File: config.mk
export PLATFORM = sky130hd
export DESIGN_NAME = if_stage
export DESIGN_NICKNAME = d
export VERILOG_FILES = /design/src/rtl/if_stage.sv
export SDC_FILE = /design/constraint.sdc
export NUM_CORES = 1
export LEC_CHECK = 0
export CORE_MARGIN = 2
export CORE_UTILIZATION = 40
export DETAILED_ROUTE_END_ITERATION = 8
export PLACE_DENSITY = 0.65
export SYNTH_ARGS = -nofsm -noshare
export SYNTH_HDL_FRONTEND = slang
export SYNTH_SLANG_ARGS = --single-unit
export TNS_END_PERCENT = 30
File: constraint.sdc
create_clock -name clk -period 3.4 [get_ports clk]
set_input_delay 0.68 -clock clk [delete_from_list [all_inputs] [get_ports clk]]
set_output_delay 0.68 -clock clk [all_outputs]
set_load 0.02 [all_outputs]
File: src/rtl/if_stage.sv
// Instruction-fetch stage: owns the PC, talks to instruction memory over a
// req/ready handshake, and fills the IF/ID register with stall hold and redirect kill.
module if_stage #(
  parameter logic [31:0] RESET_PC  = 32'h0000_0000,
  parameter logic [31:0] NOP_INSTR = 32'h0000_0000
) (
  input  logic        clk,
  input  logic        rst,
  input  logic        stall,
  input  logic        redirect,
  input  logic [31:0] redirect_target,
  output logic        imem_req,
  output logic [31:0] imem_addr,
  input  logic        imem_ready,
  input  logic [31:0] imem_rdata,
  output logic [31:0] pc,
  output logic [31:0] if_id_instruction,
  output logic [31:0] if_id_pcPlus4,
  output logic        if_id_valid
);

  typedef enum logic [1:0] {S_FETCH, S_KILL, S_HOLD} state_e;

  state_e      state_q, state_d;
  logic [31:0] pc_q, pc_d;
  logic [31:0] pend_q, pend_d;
  logic [31:0] hold_ins_q, hold_ins_d;
  logic [31:0] hold_p4_q, hold_p4_d;
  logic [31:0] ins_q, ins_d;
  logic [31:0] p4_q, p4_d;
  logic        vld_q, vld_d;

  logic [31:0] pc_plus4;
  logic [31:0] tgt;

  assign pc_plus4 = pc_q + 32'd4;
  assign tgt      = {redirect_target[31:2], 2'b00};

  always_comb begin
    state_d    = state_q;
    pc_d       = pc_q;
    pend_d     = pend_q;
    hold_ins_d = hold_ins_q;
    hold_p4_d  = hold_p4_q;
    ins_d      = ins_q;
    p4_d       = p4_q;
    vld_d      = vld_q;
    case (state_q)
      S_FETCH: begin
        if (imem_ready) begin
          if (redirect) begin
            pc_d  = tgt;
            ins_d = NOP_INSTR;
            p4_d  = 32'd0;
            vld_d = 1'b0;
          end else if (stall) begin
            hold_ins_d = imem_rdata;
            hold_p4_d  = pc_plus4;
            pc_d       = pc_plus4;
            state_d    = S_HOLD;
          end else begin
            ins_d = imem_rdata;
            p4_d  = pc_plus4;
            vld_d = 1'b1;
            pc_d  = pc_plus4;
          end
        end else if (redirect) begin
          // Address must stay stable until the outstanding request completes.
          pend_d  = tgt;
          ins_d   = NOP_INSTR;
          p4_d    = 32'd0;
          vld_d   = 1'b0;
          state_d = S_KILL;
        end else if (!stall) begin
          ins_d = NOP_INSTR;
          p4_d  = 32'd0;
          vld_d = 1'b0;
        end
      end
      S_KILL: begin
        ins_d = NOP_INSTR;
        p4_d  = 32'd0;
        vld_d = 1'b0;
        if (redirect) pend_d = tgt;
        if (imem_ready) begin
          pc_d    = redirect ? tgt : pend_q;
          state_d = S_FETCH;
        end
      end
      S_HOLD: begin
        if (redirect) begin
          pc_d    = tgt;
          ins_d   = NOP_INSTR;
          p4_d    = 32'd0;
          vld_d   = 1'b0;
          state_d = S_FETCH;
        end else if (!stall) begin
          ins_d   = hold_ins_q;
          p4_d    = hold_p4_q;
          vld_d   = 1'b1;
          state_d = S_FETCH;
        end
      end
      default: state_d = S_FETCH;
    endcase
  end

  always_ff @(posedge clk) begin
    if (rst) begin
      state_q    <= S_FETCH;
      pc_q       <= RESET_PC;
      pend_q     <= 32'd0;
      hold_ins_q <= 32'd0;
      hold_p4_q  <= 32'd0;
      ins_q      <= NOP_INSTR;
      p4_q       <= 32'd0;
      vld_q      <= 1'b0;
    end else begin
      state_q    <= state_d;
      pc_q       <= pc_d;
      pend_q     <= pend_d;
      hold_ins_q <= hold_ins_d;
      hold_p4_q  <= hold_p4_d;
      ins_q      <= ins_d;
      p4_q       <= p4_d;
      vld_q      <= vld_d;
    end
  end

  assign imem_req          = !rst && (state_q != S_HOLD);
  assign imem_addr         = pc_q;
  assign pc                = pc_q;
  assign if_id_instruction = ins_q;
  assign if_id_pcPlus4     = p4_q;
  assign if_id_valid       = vld_q;

endmodule

==> results.md <==
* Setup Buffers After CTS at 0
* Post-CTS sizing at 0
* Async set-reset flop share out of synthesis at 0%
* Post-route cell area at 11600 um2
* Hold EP: hold_ins_q[29]$_SDFFE_PP0P_
* PwrDens at 556 nW/um2
* CP max FO at 8
* Vias/cell at 5.59
* Pins Over Slew Limit at 0
* Max cap viols at 0
* CTS H-tree depth at 4
* Initial antenna violation count at 0
* Minimum clock period at approximately 2.9 ns
* Top cell type's share of synthesized area at a little over two fifths
* Nets at 1344
* Mapped Nets at 1238
* Peak VDD IR at 263 uV
* Drt wl/cell at 17.5 um
* Vias at around 8800
* Detailed Routing Iterations Pass 1 at 7
* DRT iter0 DRCs at 557
* CTS tree: yes
* Global-route usage over all layers at 22.7%
* Antenna Nets Post-Route at 0
* Leading area contributor after synthesis: dfxtp_1
* Largest net degree at the start of global routing at 84
* FMAX at between 300 and 400 MHz
* Switching pwr at approximately 0.0022 W
* Hold Buf Count CTS at 0
* Post-route setup slack at 0.541 ns
* Synth Area per Inst at 7.83 um2
* First-pass GRT wire length at 43.8 mm
* Vias in the first global route at 7908
* #FFs+latches synth at 195
* # rows at 55
* Post-synthesis sequential area ratio at 42.8%
* Crit path kind: flip-flop to primary output
* Core area at 22500 um2
* Worst reg2reg path depth at 7
* Boundary Pins at 199
* Yosys Warn Count at 0
* Reg2reg start: state_q[0]$_SDFFE_PP0P_
* Worst Hold Launch: hold_ins_q[29]$_SDFFE_PP0P_
* DP Area at 11000 um2
* Clock network power share at 33.1%
* Final clock period utilization by the worst path at 84.1%
* Seq pwr share at 41.3%
* Critical path data arrival time at 2.18 ns
* Cells after Synth at 1164
* Netlist cell types at 55
* WHS Path Cells at 2
* Main synth FF type: dfxtp_1
* Net Sw Frac at 33.6%
* Critical path required time at 2.72 ns
* Clock Sinks at 195
* CP startpoint kind: flip-flop
* Fin. Hold Viols at 0
* Top post-synthesis cells by area: dfxtp_1 (43%), a21oi_1 (9.1%), nand2_1 (6.7%)
* Die Ht at 155 um
* Number of buffers added on ports at 196
* Outcome: complete, no violations
* Detailed Route WL at roughly 27 mm
* HP Class: flip-flop to flip-flop
* Worst flop-to-flop path endpoint: imem_addr[31]$_SDFFE_PP0P_
* Core Util, Final at 51.7%
* RSZ-0062 raised after global routing: no
* Die width at around 150 um
* Sum of negative setup slack at 0 ns
* DRC at 0
* Worst skew pair latency at 0.44 ns
* Clock slew seen by the registers of the worst setup and hold paths at 0.08 ns
* ANT cells at 0
* Overflow after GRT at 0
* Final non-filler cell total at ~1600
* Critical Path End Type: primary output
* Syn Std Cell Area at 9110 um2
* DIE AREA at about 24000 um2
* Final setup fails at 0
* Max clock buf depth at 2
* Hpwl dp at 18.5 mm
* Area delta synth->final at 27.8%
* Least-Margin Pin Slew at 1.09 ns
* Post-synth EDFFs at 0
* Int Pwr at 0.00430 W
* Leak pwr at 4.03 nW
* GPL Wtd Cong at 0.842
* Headroom to the max-slew limit at 27.0%
* Clock skew at 0.0137 ns
* Share of cells above drive strength 1 at under 10%
* Root Buffer: clkbuf_16
* Pre-CTS setup slack at 0.385 ns
* Initial Utilization at 40.5%
* Reg2reg setup slack at 0.58 ns
* Placed cell count at 1536
* Logic pwr share at 25.6%
* TritonCTS Buffers at 17
[worst max-delay path by stage]
stage                     cells after the start  slack [ns]                         end                     from
final                                         4        0.54                    imem_req  state_q[0]$_SDFFE_PP0P_
after detailed placement                      7        0.38  imem_addr[19]$_SDFFE_PP0P_               imem_ready
after global routing                          7        0.39  imem_addr[31]$_SDFFE_PP0P_  state_q[0]$_SDFFE_PP0P_
after global placement                        7        0.40  imem_addr[19]$_SDFFE_PP0P_               imem_ready
after CTS                                     4        0.54                    imem_req  state_q[0]$_SDFFE_PP0P_
after floorplan                               9        1.03  imem_addr[15]$_SDFFE_PP0P_  state_q[0]$_SDFFE_PP0P_
[kinds of logic after synthesis]
| group | synth area share, % |
|---|---|
| compound gates | 25.2 |
| xor+xnor | 2.02 |
| fa+ha+maj | 0.687 |
| buf+inv | 7.58 |
| flops | 42.8 |
| mux | 0.343 |
| simple gates | 21.3 |
[power by group through the flow]
stage	clock (W)	combinational (W)	sequential (W)
after global routing	0.00227	0.00179	0.00270
after detailed placement	0	0.00165	0.00272
after CTS	0.00218	0.00165	0.00267
after floorplan	0	0.000924	0.00278
final	0.00214	0.00166	0.00268
after global placement	0	0.00163	0.00272
[sequential cells by signal (all words and copies together) (netlist names)]
name and cells:
hold_ins_q 32, hold_p4_q 32, if_id_instruction 32, if_id_pcPlus4 32
if_id_valid 1, imem_addr 32, pend_q 32, state_q 2
[layout by cell type (no fill, tap or decap), drive strengths merged, types with 13 or more instances in the layout]
cell / instances
clkdlybuf4s50: 194
a211oi: 24
nand3: 13
nor4: 16
a221oi: 28
o21ai: 63
dfxtp: 195
nor3: 67
clkbuf: 18
a21oi: 165
nand2: 163
a22oi: 34
inv: 18
buf: 28
nor2: 112
nand4: 15
[layer usage]
metal | up-vias | part of all wire (%) | track usage (%)
li1 | 4338 | - | -
met3 | 23 | 5.8 | 3.62
met1 | 4140 | 48 | 33.5
met2 | 267 | 45 | 34.4
met5 | - | 0 | 0
met4 | 0 | 1.6 | 5.82
[cells in the mapped netlist, types with 13 or more instances]
cell,instances
nand2_1,163
a21oi_1,165
dfxtp_1,195
a211oi_1,23
nor2_1,112
buf_4,34
o21ai_0,61
nor4_1,15
nand4_1,14
nor3_1,66
a22oi_1,34
nand3_1,13
a221oi_1,28
clkbuf_1,88
[worst max-delay path, stage by stage (launching register included)]
cell             delay (ns)
dfxtp_1                0.53
inv_1                  0.12
ha_1                   0.31
nor2_1                 0.15
clkdlybuf4s50_1        0.64
[final cells by class]
cell class	instances	area, um2
Clock buffer	18	439
Clock inverter	14	190
Fill cell	2180	10900
Inverter	12	45.0
Multi-Input combinational cell	822	4550
Sequential cell	195	3900
Tap cell	285	357
Timing Repair Buffer	222	2160
[stage by stage]
step | hold slack, ns | total power [W]
floorplan | 0.436 | 0.00370
detailed placement | 0.447 | 0.00437
finish | 0.456 | 0.00648
CTS | 0.458 | 0.00650
global placement | 0.442 | 0.00435
global route | 0.473 | 0.00676
(Power assumes the default switching activity.)
